`config.mk`:
```
export PLATFORM = sky130hd
export DESIGN_NAME = ber_sync_ctrl
export DESIGN_NICKNAME = d
export VERILOG_FILES = /design/src/rtl/ber_sync_ctrl_pkg.sv /design/src/rtl/ber_sync_ctrl_window_cnt.sv /design/src/rtl/ber_sync_ctrl.sv
export SDC_FILE = /design/constraint.sdc
export NUM_CORES = 1
export LEC_CHECK = 0
export BUFFER_PORTS_ARGS = -buffer_cell sky130_fd_sc_hd__clkbuf_2
export CORE_MARGIN = 3
export CORE_UTILIZATION = 40
export CTS_CLUSTER_DIAMETER = 40
export CTS_CLUSTER_SIZE = 20
export DETAILED_ROUTE_END_ITERATION = 8
export PLACE_DENSITY = 0.56
export SETUP_SLACK_MARGIN = 0.02
export SYNTH_ARGS = -nofsm -noshare
export SYNTH_HDL_FRONTEND = slang
export SYNTH_SLANG_ARGS = --single-unit
```
`constraint.sdc`:
```
create_clock -name clock -period 6.9 [get_ports clock]
set_input_delay 0.69 -clock clock [delete_from_list [all_inputs] [get_ports clock]]
set_output_delay 0.69 -clock clock [all_outputs]
set_load 0.005 [all_outputs]
```
`src/rtl/ber_sync_ctrl_pkg.sv`:
```
// Shared definitions for the receiver synchronisation controller:
// controller state encoding and default link parameters.
package ber_sync_ctrl_pkg;

    localparam int unsigned DEF_OS       = 4;
    localparam int unsigned DEF_NLAT     = 511;
    localparam int unsigned DEF_WINDOW   = 64;
    localparam int unsigned DEF_SETTLE   = 8;
    localparam int unsigned DEF_LOCK_THR = 4;

    typedef enum logic [2:0] {
        ST_IDLE    = 3'd0,
        ST_SETTLE  = 3'd1,
        ST_MEASURE = 3'd2,
        ST_APPLY   = 3'd3,
        ST_LOCKED  = 3'd4
    } sync_state_e;

endpackage

```
`src/rtl/ber_sync_ctrl_window_cnt.sv`:
```
// ber_window_cnt: symbol/error counter pair over a WINDOW-symbol window.
// done_c_o flags the closing tick; err_sum_c_o is the error total
// including the current tick, so the closing count is usable at once.
module ber_window_cnt
    import ber_sync_ctrl_pkg::*;
#(
    parameter int unsigned WINDOW = DEF_WINDOW
) (
    input  logic                           clk_i,
    input  logic                           rst_ni,
    input  logic                           clear_i,
    input  logic                           en_i,
    input  logic                           tick_i,
    input  logic                           err_i,
    output logic                           done_c_o,
    output logic [$clog2(WINDOW+1)-1:0]    err_sum_c_o
);
    localparam int unsigned CW = $clog2(WINDOW + 1);

    logic [CW-1:0] tick_cnt_q, tick_cnt_d;
    logic [CW-1:0] err_cnt_q, err_cnt_d;
    logic          cnt_tick;

    assign cnt_tick    = en_i && tick_i;
    assign done_c_o    = cnt_tick && (tick_cnt_q == CW'(WINDOW - 1));
    assign err_sum_c_o = err_cnt_q + CW'(cnt_tick && err_i);

    // Next counter values: clear, restart at window end, or accumulate.
    always_comb begin
        tick_cnt_d = tick_cnt_q;
        err_cnt_d  = err_cnt_q;
        if (clear_i || done_c_o) begin
            tick_cnt_d = '0;
            err_cnt_d  = '0;
        end else if (cnt_tick) begin
            tick_cnt_d = tick_cnt_q + CW'(1);
            err_cnt_d  = err_sum_c_o;
        end
    end

    // Counter registers.
    always_ff @(posedge clk_i or negedge rst_ni) begin
        if (!rst_ni) begin
            tick_cnt_q <= '0;
            err_cnt_q  <= '0;
        end else begin
            tick_cnt_q <= tick_cnt_d;
            err_cnt_q  <= err_cnt_d;
        end
    end

endmodule

```
`src/rtl/ber_sync_ctrl.sv`:
```
// ber_sync_ctrl: sweeps all (phase, delay) candidates, applies the one with
// the fewest bit errors, then monitors the error rate while locked.
// Optional feature macro: SYNC_CTRL_AUTO_RELOCK_EN (restart the sweep when a
// locked window exceeds LOCK_THR errors).
module ber_sync_ctrl
    import ber_sync_ctrl_pkg::*;
#(
    parameter int unsigned OS     = DEF_OS,
    parameter int unsigned NLAT   = DEF_NLAT,
    parameter int unsigned WINDOW = DEF_WINDOW,
    parameter int unsigned SETTLE = DEF_SETTLE
`ifdef SYNC_CTRL_AUTO_RELOCK_EN
    ,
    parameter int unsigned LOCK_THR = DEF_LOCK_THR
`endif
) (
    input  logic                          clock,
    input  logic                          i_reset,
    input  logic                          i_enable,
    input  logic                          i_sym_tick,
    input  logic                          i_err,
    output logic [$clog2(OS)-1:0]         o_phase,
    output logic [$clog2(NLAT)-1:0]       o_delay,
    output logic                          o_ber_clear,
    output logic                          o_locked,
    output logic [$clog2(WINDOW+1)-1:0]   o_best_err,
    output logic [$clog2(WINDOW+1)-1:0]   o_win_err
);
    localparam int unsigned PW = $clog2(OS);
    localparam int unsigned DW = $clog2(NLAT);
    localparam int unsigned CW = $clog2(WINDOW + 1);
    localparam int unsigned SW = $clog2(SETTLE + 1);

    sync_state_e   state_q, state_d;
    logic [SW-1:0] settle_q, settle_d;
    logic [PW-1:0] phase_q, phase_d, best_phase_q, best_phase_d;
    logic [DW-1:0] delay_q, delay_d, best_delay_q, best_delay_d;
    logic [CW-1:0] best_err_q, best_err_d, best_out_q, best_out_d;
    logic [CW-1:0] win_err_q, win_err_d;
    logic          ber_clear_q, ber_clear_d;
    logic          locked_q, locked_d;

    logic          cnt_en;
    logic          win_done_c;
    logic [CW-1:0] win_sum_c;
    logic          cand_win;
    logic          settle_done;

    assign cnt_en      = (state_q == ST_MEASURE) || (state_q == ST_LOCKED);
    assign cand_win    = win_sum_c < best_err_q;
    assign settle_done = settle_q == SW'(SETTLE - 1);

    // Window counter shared by candidate measurement and lock monitoring.
    ber_window_cnt #(
        .WINDOW (WINDOW)
    ) u_win_cnt (
        .clk_i       (clock),
        .rst_ni      (i_reset),
        .clear_i     (!cnt_en),
        .en_i        (cnt_en),
        .tick_i      (i_sym_tick),
        .err_i       (i_err),
        .done_c_o    (win_done_c),
        .err_sum_c_o (win_sum_c)
    );

    // Next-state and registered-output decisions.
    always_comb begin
        state_d      = state_q;
        settle_d     = settle_q;
        phase_d      = phase_q;
        delay_d      = delay_q;
        best_phase_d = best_phase_q;
        best_delay_d = best_delay_q;
        best_err_d   = best_err_q;
        best_out_d   = best_out_q;
        win_err_d    = win_err_q;
        ber_clear_d  = 1'b0;
        locked_d     = locked_q;

        if (!i_enable) begin
            state_d      = ST_IDLE;
            settle_d     = '0;
            locked_d     = 1'b0;
            best_err_d   = '1;
            best_phase_d = '0;
            best_delay_d = '0;
        end else begin
            unique case (state_q)
                ST_IDLE: begin
                    state_d     = ST_SETTLE;
                    settle_d    = '0;
                    phase_d     = '0;
                    delay_d     = '0;
                    ber_clear_d = 1'b1;
                end
                ST_SETTLE: begin
                    if (settle_done) begin
                        state_d = ST_MEASURE;
                    end else begin
                        settle_d = settle_q + SW'(1);
                    end
                end
                ST_MEASURE: begin
                    if (win_done_c) begin
                        if (cand_win) begin
                            best_err_d   = win_sum_c;
                            best_phase_d = phase_q;
                            best_delay_d = delay_q;
                        end
                        settle_d    = '0;
                        ber_clear_d = 1'b1;
                        if (delay_q != DW'(NLAT - 1)) begin
                            state_d = ST_SETTLE;
                            delay_d = delay_q + DW'(1);
                        end else if (phase_q != PW'(OS - 1)) begin
                            state_d = ST_SETTLE;
                            delay_d = '0;
                            phase_d = phase_q + PW'(1);
                        end else begin
                            state_d    = ST_APPLY;
                            phase_d    = cand_win ? phase_q   : best_phase_q;
                            delay_d    = cand_win ? delay_q   : best_delay_q;
                            best_out_d = cand_win ? win_sum_c : best_err_q;
                        end
                    end
                end
                ST_APPLY: begin
                    if (settle_done) begin
                        state_d  = ST_LOCKED;
                        locked_d = 1'b1;
                    end else begin
                        settle_d = settle_q + SW'(1);
                    end
                end
                ST_LOCKED: begin
                    if (win_done_c) begin
                        win_err_d = win_sum_c;
`ifdef SYNC_CTRL_AUTO_RELOCK_EN
                        if (win_sum_c > CW'(LOCK_THR)) begin
                            state_d      = ST_SETTLE;
                            settle_d     = '0;
                            locked_d     = 1'b0;
                            phase_d      = '0;
                            delay_d      = '0;
                            ber_clear_d  = 1'b1;
                            best_err_d   = '1;
                            best_phase_d = '0;
                            best_delay_d = '0;
                        end
`endif
                    end
                end
                default: state_d = ST_IDLE;
            endcase
        end
    end

    // State and output registers.
    always_ff @(posedge clock or negedge i_reset) begin
        if (!i_reset) begin
            state_q      <= ST_IDLE;
            settle_q     <= '0;
            phase_q      <= '0;
            delay_q      <= '0;
            best_phase_q <= '0;
            best_delay_q <= '0;
            best_err_q   <= '1;
            best_out_q   <= '0;
            win_err_q    <= '0;
            ber_clear_q  <= 1'b0;
            locked_q     <= 1'b0;
        end else begin
            state_q      <= state_d;
            settle_q     <= settle_d;
            phase_q      <= phase_d;
            delay_q      <= delay_d;
            best_phase_q <= best_phase_d;
            best_delay_q <= best_delay_d;
            best_err_q   <= best_err_d;
            best_out_q   <= best_out_d;
            win_err_q    <= win_err_d;
            ber_clear_q  <= ber_clear_d;
            locked_q     <= locked_d;
        end
    end

    assign o_phase     = phase_q;
    assign o_delay     = delay_q;
    assign o_ber_clear = ber_clear_q;
    assign o_locked    = locked_q;
    assign o_best_err  = best_out_q;
    assign o_win_err   = win_err_q;

endmodule

```
==> summary.txt, run 1 <==
Global routing
  – Met3 usage: 4.954%
  – Vias in the first global route: about 2500
  – Global-route wire length before repair: 12.72 mm
  – Global Route Usage Sum: 16.29%
  – GRT overflow: 0
  – Gr busiest metal: met2
  – Grt met1 use: between 20% and 30%
  – Largest net degree at the start of global routing: 67
  – M2 GR Usage: 24.80%
  – Antenna violations before repair: 0

Timing
  – Worst-Margin Slew: 837.4 ps
  – Relative slew slack: 44.17%
  – Final period utilization: 59.89%
  – Highest clock rate: 0.2420 GHz
  – Fin. Hold Viols: 0
  – Clock skew: 6.854 ps
  – Minimum clock period: 4132 ps
  – # setup viols final: 0
  – TNS Setup: 0 ps
  – Post-route setup slack: about 2800 ps
  – RSZ-0062 raised after global routing: no
  – Final Max Tran Viols: 0

Power
  – Comb pwr share: 4.1%
  – Switching share of power: between 20 and 25%
  – Clock power frac: between 30% and 40%
  – Pint: around 0.53 mW
  – Flop pwr share: 56.0%
  – Sw power: 0.1727 mW
  – Peak VDD IR: around 0.00011 V
  – Leakage dissipation: roughly 1.9 nW
  – PwrDens: 186.4 nW/um^2

Clock network
  – CTS sink count: 66
  – Root Driver: clkbuf_8
  – Setup Fix Bufs, Post-CTS: 0
  – Clock latency on the worst-skew pair: 350 ps
  – CTS tree: built
  – Post-CTS Hold Buffers: 0
  – Clock Path Buffers: 2
  – H-tree Lvls: 3
  – TritonCTS buffer count: 9
  – PostCTS Resize Cnt: 0
  – CTS clk-pin slew, worst paths: 70 ps

Layout
  – Number of fill cells: ~820
  – Post-layout util: roughly 46%
  – Nets: 366
  – Diode count: 0
  – Area Growth Syn to Fin: 10.71%
  – Share of layout cells above drive strength 1: 20.23%

Worst setup path
  – CP max FO: 21
  – Worst Setup Start Kind: flop
  – RR Endpoint: best_delay_q[1]
  – CP startpoint: state_q[2]
  – Kind of critical path: flop to flop
  – Crit end category: flop
  – Critical Path RT: between 7000 and 8000 ps
  – Critical Path Sink: best_delay_q[1]
  – R2R depth: 14
  – Data arrival time of the worst path: between 4000 and 5000 ps
  – FF-to-FF Start: state_q[2]
  – R2r setup slk: 2770 ps

Min path
  – Hold Path Class: flop to flop

Status
  – Status: finished, final reports clean

Logic synthesis
  – Distinct cells, synth: 58
  – Sequential-to-total area share from yosys stat: 48.50%
  – Yosys top cell by area: dfrtp_1
  – Post-synth top cells: dfrtp_1 (59), nand2_1 (25), nor2_1 (18)
  – Post-synth top flop: dfrtp_1
  – Synth area leaders: dfrtp_1 (43%), dfstp_2 (5.4%), mux2i_1 (5.0%)
  – Yosys warns: 0
  – Post-synth top area share: 43.13%
  – Post-synth EDFFs: 0
  – Mapped Cells: 318
  – Mean Syn Cell Area: 10.77 um^2
  – Syn_nets: 336
  – Register bit count reported by yosys: 66
  – Cell area after synthesis: 3423 um^2
  – Count leader, synth: dfrtp_1
  – Fraction of registers with async set/reset: 100.0%

Routing
  – Vias: 2562
  – Routed Antenna Nets: 0
  – TritonRoute pass-1 iters: 4
  – DRC violations left: 0
  – Routed WL: 7.495 mm
  – 1st-iter DRT viols: 136
  – Routed vias/inst: 5.618
  – Routed WL per cell: 16.44 um

Placed design
  – I/O Buffers: 31
  – DP Worst Slack: 2838 ps
  – Routability cong.: 0.7938
  – Detailed placer's ending HPWL: 5.077 mm

Job
  – Max Cap Viol: 0

Floorplanning
  – Core area: 8258 um^2
  – Initial Util: 41.45%
  – DIE WIDTH: 98.51 um
  – Row count: 33
  – Die ar.: 9704 um^2
  – Num ports: 32
  – Die height: between 90 and 100 um
-- layer usage --
layer | vias up | share of wire [%]
li1 | 1238 | -
met1 | 1259 | 49
met2 | 57 | 46
met3 | 8 | 4.1
met4 | 0 | 0.91
met5 | - | 0
-- logic make-up (layout without fill, tap and decap cells) --
kind of cell             Yosys count  in the layout  share of synthesized area (%)
multiplexers                      25             25                          7.602
AND/OR/NAND/NOR                   90             90                          13.96
flip-flops                        66             66                          48.50
AO/OA/AOI/OAI                     84             84                          18.09
buffers and inverters             29             62                          4.276
adder cells (fa/ha/maj)           13             13                          4.752
XOR/XNOR                          11             11                          2.814
-- stage by stage --
step | power (mW) | cell area (um^2) | cells | hold slack, ps
after floorplan | 0.4160 | 3423 | 318 | 394.4
after global placement | 0.4327 | 3631 | 442 | 458.6
after detailed placement | 0.4330 | 3631 | 442 | 461.0
after CTS | 0.7183 | 3790 | 456 | 472.1
after global routing | 0.7392 | 3790 | 456 | 496.1
final | 0.7066 | 3790 | 456 | 471.9
-- power by group through the flow --
stage / combinational, mW / clock [mW] / sequential [mW]
2_1_floorplan: 0.0145 / 0 / 0.402
3_3_place_gp: 0.0297 / 0 / 0.403
3_5_place_dp: 0.0301 / 0 / 0.403
4_1_cts: 0.0301 / 0.293 / 0.396
5_1_grt: 0.0336 / 0.310 / 0.396
6_report: 0.0292 / 0.282 / 0.396
-- cells in the final DEF, fill, tap and decap left out, types with 2 or more instances in the layout --
cell | Yosys | layout
nor2b_1 | 3 | 3
nand3_2 | 2 | 2
inv_1 | 15 | 15
a21oi_1 | 7 | 7
ha_1 | 13 | 13
xor2_1 | 5 | 5
and3_1 | 5 | 5
clkbuf_8 | 0 | 10
nor3_1 | 7 | 7
o22ai_1 | 2 | 2
a22o_1 | 17 | 17
nor2_2 | 2 | 2
clkbuf_2 | 1 | 30
a311oi_1 | 2 | 2
and2_1 | 2 | 2
mux2_2 | 8 | 8
a31oi_1 | 3 | 3
a2bb2oi_1 | 7 | 7
clkinv_2 | 0 | 2
o221ai_1 | 5 | 5
a21o_1 | 2 | 2
dfrtp_1 | 59 | 59
nand3b_1 | 2 | 2
mux2i_1 | 17 | 17
nand4_1 | 6 | 6
nand2_1 | 25 | 25
nand3_1 | 7 | 7
o21ai_1 | 10 | 10
xnor2_1 | 6 | 6
nor4_1 | 3 | 3
a221o_1 | 2 | 2
o21ai_0 | 14 | 14
nor2_1 | 18 | 18
dfstp_2 | 7 | 7
-- critical path, stage by stage (launching register included) --
cell	delay, ps
dfrtp_1	560
xor2_1	230
nand2_1	190
inv_1	120
and3_1	160
ha_1	180
ha_1	240
nand3_1	140
nor2_1	150
xor2_1	330
ha_1	330
a21oi_1	130
o221a_2	630
and2_1	450
a22o_1	220
-- how the worst min path moves through the flow --
stage / to / slack (ps) / start / cells past startpoint
floorplan: best_delay_q[0] / 390 / i_reset / 0
global placement: best_err_q[0] / 460 / best_err_q[0] / 2
detailed placement: best_err_q[0] / 460 / best_err_q[0] / 2
CTS: best_err_q[0] / 470 / best_err_q[0] / 2
global route: best_err_q[0] / 500 / best_err_q[0] / 2
finish: best_err_q[0] / 470 / best_err_q[0] / 2
-- layout make-up --
cell class	count	area, um^2	area share, %
inverter	16	60.06	1.585
clock buffer	11	141.4	3.731
timing repair buffer	32	162.7	4.292
clock inverter	3	17.52	0.4622
tap	105	131.4	3.466
sequential	66	1660	43.81
multi-input combinational	223	1617	42.65
-- state kept, by name, summed over array words and instances, names as in the netlist --
signal                cells
u_win_cnt.tick_cnt_q      7
o_locked                  1
state_q                   3
o_ber_clear               1
best_delay_q              9
best_phase_q              2
best_err_q                7
o_best_err                7
o_win_err                 7
settle_q                  4
u_win_cnt.err_cnt_q       7
o_phase                   2
o_delay                   9
(Power assumes the default switching activity.)
==> run 2: changes to the inputs <==
--- a/config.mk
+++ b/config.mk
@@ -11,7 +11,7 @@
 export CTS_CLUSTER_DIAMETER = 40
 export CTS_CLUSTER_SIZE = 20
 export DETAILED_ROUTE_END_ITERATION = 8
-export PLACE_DENSITY = 0.56
+export PLACE_DENSITY = 0.58
 export SETUP_SLACK_MARGIN = 0.02
 export SYNTH_ARGS = -nofsm -noshare
 export SYNTH_HDL_FRONTEND = slang
==> constraint.sdc (replaced) <==
create_clock -name clock -period 3.7 [get_ports clock]
set_input_delay 0.37 -clock clock [delete_from_list [all_inputs] [get_ports clock]]
set_output_delay 0.37 -clock clock [all_outputs]
set_load 0.005 [all_outputs]
==> summary.txt, run 2 (synthesis gave the netlist of run 1 again) <==
Status
  – Status: finished, final reports clean

Floorplanning
  – DIE WIDTH: 98.51 um (unchanged)
  – Row count: 33 (unchanged)
  – Die ar.: 9704 um^2 (unchanged)
  – Die height: 98.51 um (unchanged)
  – Num ports: 32 (unchanged)
  – Core area: 8258 um^2 (unchanged)
  – Initial Util: 41.45% (unchanged)

Layout
  – Final instance area: 3923 um^2 (+3.5%)
  – Diode count: 0 (unchanged)
  – Most frequent cells in the layout: dfrtp_1 (58), clkbuf_2 (30), nand2_1 (25), nor2_1 (18)
  – Nets: 377 (+3.0%)
  – Area Growth Syn to Fin: 14.58%
  – Share of layout cells above drive strength 1: 23.63% (+3.4 points)
  – Post-layout util: 47.50% (+1.6 points)
  – Commonest non-fill, non-tap cell in the layout: dfrtp_1

Timing
  – TNS Setup: 0 ps (unchanged)
  – Worst-Margin Slew: 950.3 ps (+112.9 ps)
  – Clock skew: 7.075 ps (+0.2212 ps)
  – RSZ-0062 raised after global routing: no
  – Final Max Tran Viols: 0 (unchanged)
  – Relative slew slack: 36.65% (-7.5 points)
  – Highest clock rate: 0.2989 GHz (+24%)
  – Final period utilization: 90.42% (+31 points)
  – Minimum clock period: 3346 ps (-786.6 ps)
  – # setup viols final: 0 (unchanged)
  – Fin. Hold Viols: 0 (unchanged)

Clock network
  – CTS tree: built
  – H-tree Lvls: 3 (unchanged)
  – Clock Path Buffers: 2 (unchanged)
  – Post-CTS Hold Buffers: 0 (unchanged)
  – TritonCTS buffer count: 9 (unchanged)
  – CTS sink count: 66 (unchanged)
  – CTS clk-pin slew, worst paths: 70 ps (about the same)
  – Clock latency on the worst-skew pair: 350 ps (about the same)
  – Root Driver: clkbuf_8

Routing
  – DRC violations left: 0 (unchanged)
  – TritonRoute pass-1 iters: 4 (unchanged)
  – 1st-iter DRT viols: 164 (+21%)
  – Vias: 2612 (+2.0%)
  – Routed vias/inst: 5.569 (-0.87%)
  – Routed WL per cell: 16.18 um (-1.6%)
  – Routed WL: 7.588 mm (+1.2%)
  – Routed Antenna Nets: 0 (unchanged)

Global routing
  – Global-route wire length before repair: 13.46 mm (+5.8%)
  – Vias in the first global route: 2631 (+4.0%)
  – Largest net degree at the start of global routing: 43 (-36%)
  – GRT overflow: 0 (unchanged)
  – Antenna violations before repair: 0 (unchanged)
  – Global Route Usage Sum: 17.21% (+0.92 points)

Job
  – Max Cap Viol: 0 (unchanged)

Power
  – PwrDens: 352.2 nW/um^2 (+89%)
  – Peak VDD IR: 0.0002095 V (+88%)
  – Leakage dissipation: 2.014 nW (+3.9%)

Worst setup path
  – Worst Setup Start Kind: flop
  – Kind of critical path: flop to flop
  – CP startpoint: state_q[1]
  – Crit end category: flop
  – FF-to-FF Start: state_q[1]
  – R2r setup slk: 350 ps (-2410 ps)
  – Critical Path RT: 3930 ps (-3250 ps)
  – Data arrival time of the worst path: 3580 ps (-830 ps)
  – CP max FO: 7 (-67%)

Min path
  – Hold Path Class: input port to asynchronous set/reset pin

Placed design
  – Area of placed instances: 3699 um^2 (+1.9%)
  – Detailed placer's ending HPWL: 5.143 mm (+1.3%)
  – Routability cong.: 0.8124 (+2.3%)
  – I/O Buffers: 31 (unchanged)
## run 2: cell types whose count changed in the layout (fill, tap and decap cells not counted), sizes merged
cell | before | now
buf | 2 | 13
bufinv | 0 | 1
clkbuf | 41 | 40
clkinv | 3 | 5
## run 2: power breakdown
part	leakage [nW]	total [mW]	switching, mW	internal [mW]
combinational	1.03	0.0586	0.0404	0.0182
sequential	0.892	0.737	0.00946	0.728
clock	0.0958	0.586	0.279	0.306
## run 2: final cells by class
| type | count | area (um^2) |
|---|---|---|
| Multi-Input combinational cell | 223 | 1627 |
| Clock buffer | 10 | 127.6 |
| Sequential cell | 66 | 1662 |
| Clock inverter | 6 | 57.56 |
| Timing Repair Buffer | 43 | 257.7 |
| Tap cell | 105 | 131.4 |
| Inverter | 16 | 60.06 |
| Fill cell | 818 | 4335 |
## run 2: path summary, 6_finish.rpt
check	endpoint	cells past startpoint
max	o_delay[1]	15
min	best_delay_q[7]	1
max reg2reg	o_delay[1]	15
min reg2reg	best_err_q[0]	2
max in group asynchronous	best_err_q[2]	2
min in group clock	state_q[2]	3
## run 2: repair_timing
action	in CTS	in global routing
buffers inserted	0	2
gates resized for setup	0	3
setup endpoints to repair	0	23
## run 2: stage by stage
step | total power, mW | hold WS (ps) | std cells | worst slack (ps)
after global routing | 1.449 | 224.0 | 469 | 90.50
after detailed placement | 0.8102 | 461.2 | 451 | 246.9
after global placement | 0.8087 | 460.2 | 451 | 275.9
after CTS | 1.406 | 186.5 | 467 | 199.1
final | 1.382 | 167.6 | 469 | 354.4
after floorplan | 0.7759 | 74.41 | 318 | 425.4
## run 2: critical path, stage by stage, from the launching register on
cell and delay (ps):
dfrtp_2 450, xor2_1 190, nand2_1 100, inv_1 70, and3_1 160, ha_1 190
ha_1 230, nand3_1 150, nor2_1 150, xor2_1 100, ha_1 320, nand2_1 70
o221a_4 310, buf_12 140, a41o_1 250, a221o_1 350
## run 2: per-layer routing
metal	global-route usage [%]	part of all wire, %	vias up
met3	5.520	5.4	10
met4	4.307	1.1	0
met5	0	0	-
met1	24.31	48	1280
met2	25.79	45	59
li1	-	-	1263
==> run 3: changes to the inputs <==
--- a/config.mk
+++ b/config.mk
@@ -12,7 +12,9 @@
 export CTS_CLUSTER_SIZE = 20
 export DETAILED_ROUTE_END_ITERATION = 8
 export PLACE_DENSITY = 0.58
+export REMOVE_ABC_BUFFERS = 1
 export SETUP_SLACK_MARGIN = 0.02
+export SLEW_MARGIN = 10
 export SYNTH_ARGS = -nofsm -noshare
 export SYNTH_HDL_FRONTEND = slang
 export SYNTH_SLANG_ARGS = --single-unit
==> summary.txt, run 3 (synthesis gave the netlist of run 1 again) <==
Floorplanning
  – DIE WIDTH: 98.51 um (unchanged)
  – Num ports: 32 (unchanged)
  – Initial Util: 41.45% (unchanged)
  – Die ar.: 9704 um^2 (unchanged)
  – Row count: 33 (unchanged)
  – Die height: 98.51 um (unchanged)
  – Core area: 8258 um^2 (unchanged)

Clock network
  – Setup Fix Bufs, Post-CTS: 0 (unchanged)
  – H-tree Lvls: 3 (unchanged)
  – Root Driver: clkbuf_8
  – TritonCTS buffer count: 9 (unchanged)
  – Clock latency on the worst-skew pair: 350 ps (about the same)
  – CTS tree: built
  – CTS sink count: 66 (unchanged)
  – Clock Path Buffers: 2 (unchanged)
  – CTS clk-pin slew, worst paths: 80 ps (about the same)

Global routing
  – Met3 usage: 3.468% (-2.1 points)
  – GRT overflow: 0 (unchanged)
  – M2 GR Usage: 24.23% (-1.6 points)
  – Global Route Usage Sum: 16.38% (-0.82 points)
  – Vias in the first global route: 2559 (-2.7%)
  – Gr busiest metal: met2
  – Largest net degree at the start of global routing: 67 (+56%)
  – Antenna violations before repair: 0 (unchanged)
  – Grt met1 use: 23.31% (-1.0 points)
  – Global-route wire length before repair: 12.70 mm (-5.6%)

Power
  – Leakage dissipation: 2.010 nW (-0.19%)
  – PwrDens: 355.5 nW/um^2 (+0.92%)
  – Peak VDD IR: 0.0002183 V (+4.2%)

Routing
  – Routed vias/inst: 5.453 (-2.1%)
  – Vias: 2552 (-2.3%)
  – Routed WL: 7.382 mm (-2.7%)
  – DRC violations left: 0 (unchanged)
  – Routed WL per cell: 15.77 um (-2.5%)
  – 1st-iter DRT viols: 149 (-9.1%)
  – Routed Antenna Nets: 0 (unchanged)
  – TritonRoute pass-1 iters: 4 (unchanged)

Timing
  – TNS Setup: 0 ps (unchanged)
  – Hold Worst Slack: 211.0 ps (+43.32 ps)
  – Fin. Hold Viols: 0 (unchanged)
  – Minimum clock period: 3361 ps (+15.83 ps)
  – Clock skew: 9.224 ps (+2.149 ps)
  – Final period utilization: 90.85% (+0.43 points)
  – # setup viols final: 0 (unchanged)
  – Worst-Margin Slew: 846.7 ps (-103.5 ps)
  – Relative slew slack: 43.55% (+6.9 points)
  – RSZ-0062 raised after global routing: no
  – Final Max Tran Viols: 0 (unchanged)
  – Highest clock rate: 0.2975 GHz (-0.47%)

Layout
  – Post-layout util: 47.42% (-0.076 points)
  – Number of fill cells: 787 (-3.8%)
  – Share of layout cells above drive strength 1: 23.42% (-0.21 points)
  – Most frequent cells in the layout: dfrtp_1 (59), clkbuf_2 (30), nand2_1 (25), nor2_1 (18)
  – Final instance area: 3916 um^2 (-0.16%)
  – Nets: 377 (unchanged)
  – Diode count: 0 (unchanged)
  – Area Growth Syn to Fin: 14.40%
  – Commonest non-fill, non-tap cell in the layout: dfrtp_1

Worst setup path
  – Data arrival time of the worst path: 3590 ps (about the same)
  – CP max FO: 8 (+1)
  – Kind of critical path: flop to flop
  – Worst Setup Start Kind: flop
  – R2r setup slk: 340 ps (-20 ps)
  – Crit end category: flop
  – RR Endpoint: o_delay[0]
  – FF-to-FF Start: state_q[2]
  – Crit path max-delay cell type: dfrtp_1
  – R2R depth: 15 (unchanged)
  – Largest stage delay on the critical path: 390 ps (-60 ps)
  – Most used cell, CP: ha_1
  – Critical Path Sink: o_delay[0]
  – Critical Path RT: 3920 ps (about the same)
  – Critical-path cell list: xor2_1 -> nand2_1 -> inv_1 -> and3_1 -> ha_1 -> ha_1 -> nand3_1 -> nor2_1 -> xor2_1 -> ha_1 -> nand2_1 -> o221a_4 -> buf_4 -> a41o_1 -> a221o_1
  – CP startpoint: state_q[2]

Placed design
  – Area of placed instances: 3714 um^2 (+0.41%)
  – I/O Buffers: 31 (unchanged)
  – Routability cong.: 0.7744 (-4.7%)
  – Detailed placer's ending HPWL: 5.078 mm (-1.3%)

Status
  – Status: finished, final reports clean

Min path
  – Hold Path Class: input port to asynchronous set/reset pin

Job
  – Max Cap Viol: 0 (unchanged)
[run 3: power by group]
part / total (mW) / internal, mW / switching (mW)
sequential: 0.737 / 0.728 / 0.00947
combinational: 0.0561 / 0.0179 / 0.0382
clock: 0.599 / 0.323 / 0.275
total: 1.39 / 1.07 / 0.323
[run 3: repair_timing]
action,4_1_cts,5_1_grt
gates resized for setup,0,2
setup endpoints to repair,0,15
hold buffers,0,0
[run 3: worst max-delay path: cells and delay by family (launching register included)]
family	cells	cell delay (ps)
AO/OA/AOI/OAI	3	930
flip-flops	1	390
adder cells (fa/ha/maj)	3	760
buffers and inverters	2	270
AND/OR/NAND/NOR	5	610
XOR/XNOR	2	310
[run 3: cell type report]
class	count	area (um^2)	area share, %
clock buffer	10	137.6	3.514
clock inverter	5	55.05	1.406
inverter	16	60.06	1.534
multi-input combinational	223	1627	41.53
sequential	66	1660	42.40
tap	105	131.4	3.355
timing repair buffer	43	245.2	6.262
[run 3: how the worst min path moves through the flow]
stage | from | end | slack (ps) | cells after the start
floorplan | i_reset | best_delay_q[0] | 70 | 0
global placement | best_err_q[0] | best_err_q[0] | 450 | 2
detailed placement | best_err_q[0] | best_err_q[0] | 460 | 2
CTS | i_reset | best_delay_q[5] | 240 | 2
global route | i_reset | o_ber_clear | 290 | 2
finish | i_reset | o_ber_clear | 210 | 2
[run 3: layer usage]
metal,routed length (um),vias up
li1,-,1259
met1,3714,1235
met2,3219,49
met3,311,9
met4,136,0
met5,0,-
[run 3: through the flow]
step | setup WS (ps) | std cells | power, mW
after global placement | 399.3 | 453 | 0.8080
after detailed placement | 297.0 | 453 | 0.8083
final | 338.6 | 468 | 1.392
after floorplan | 192.9 | 305 | 0.7751
after global routing | 53.50 | 468 | 1.455
after CTS | 275.1 | 468 | 1.415
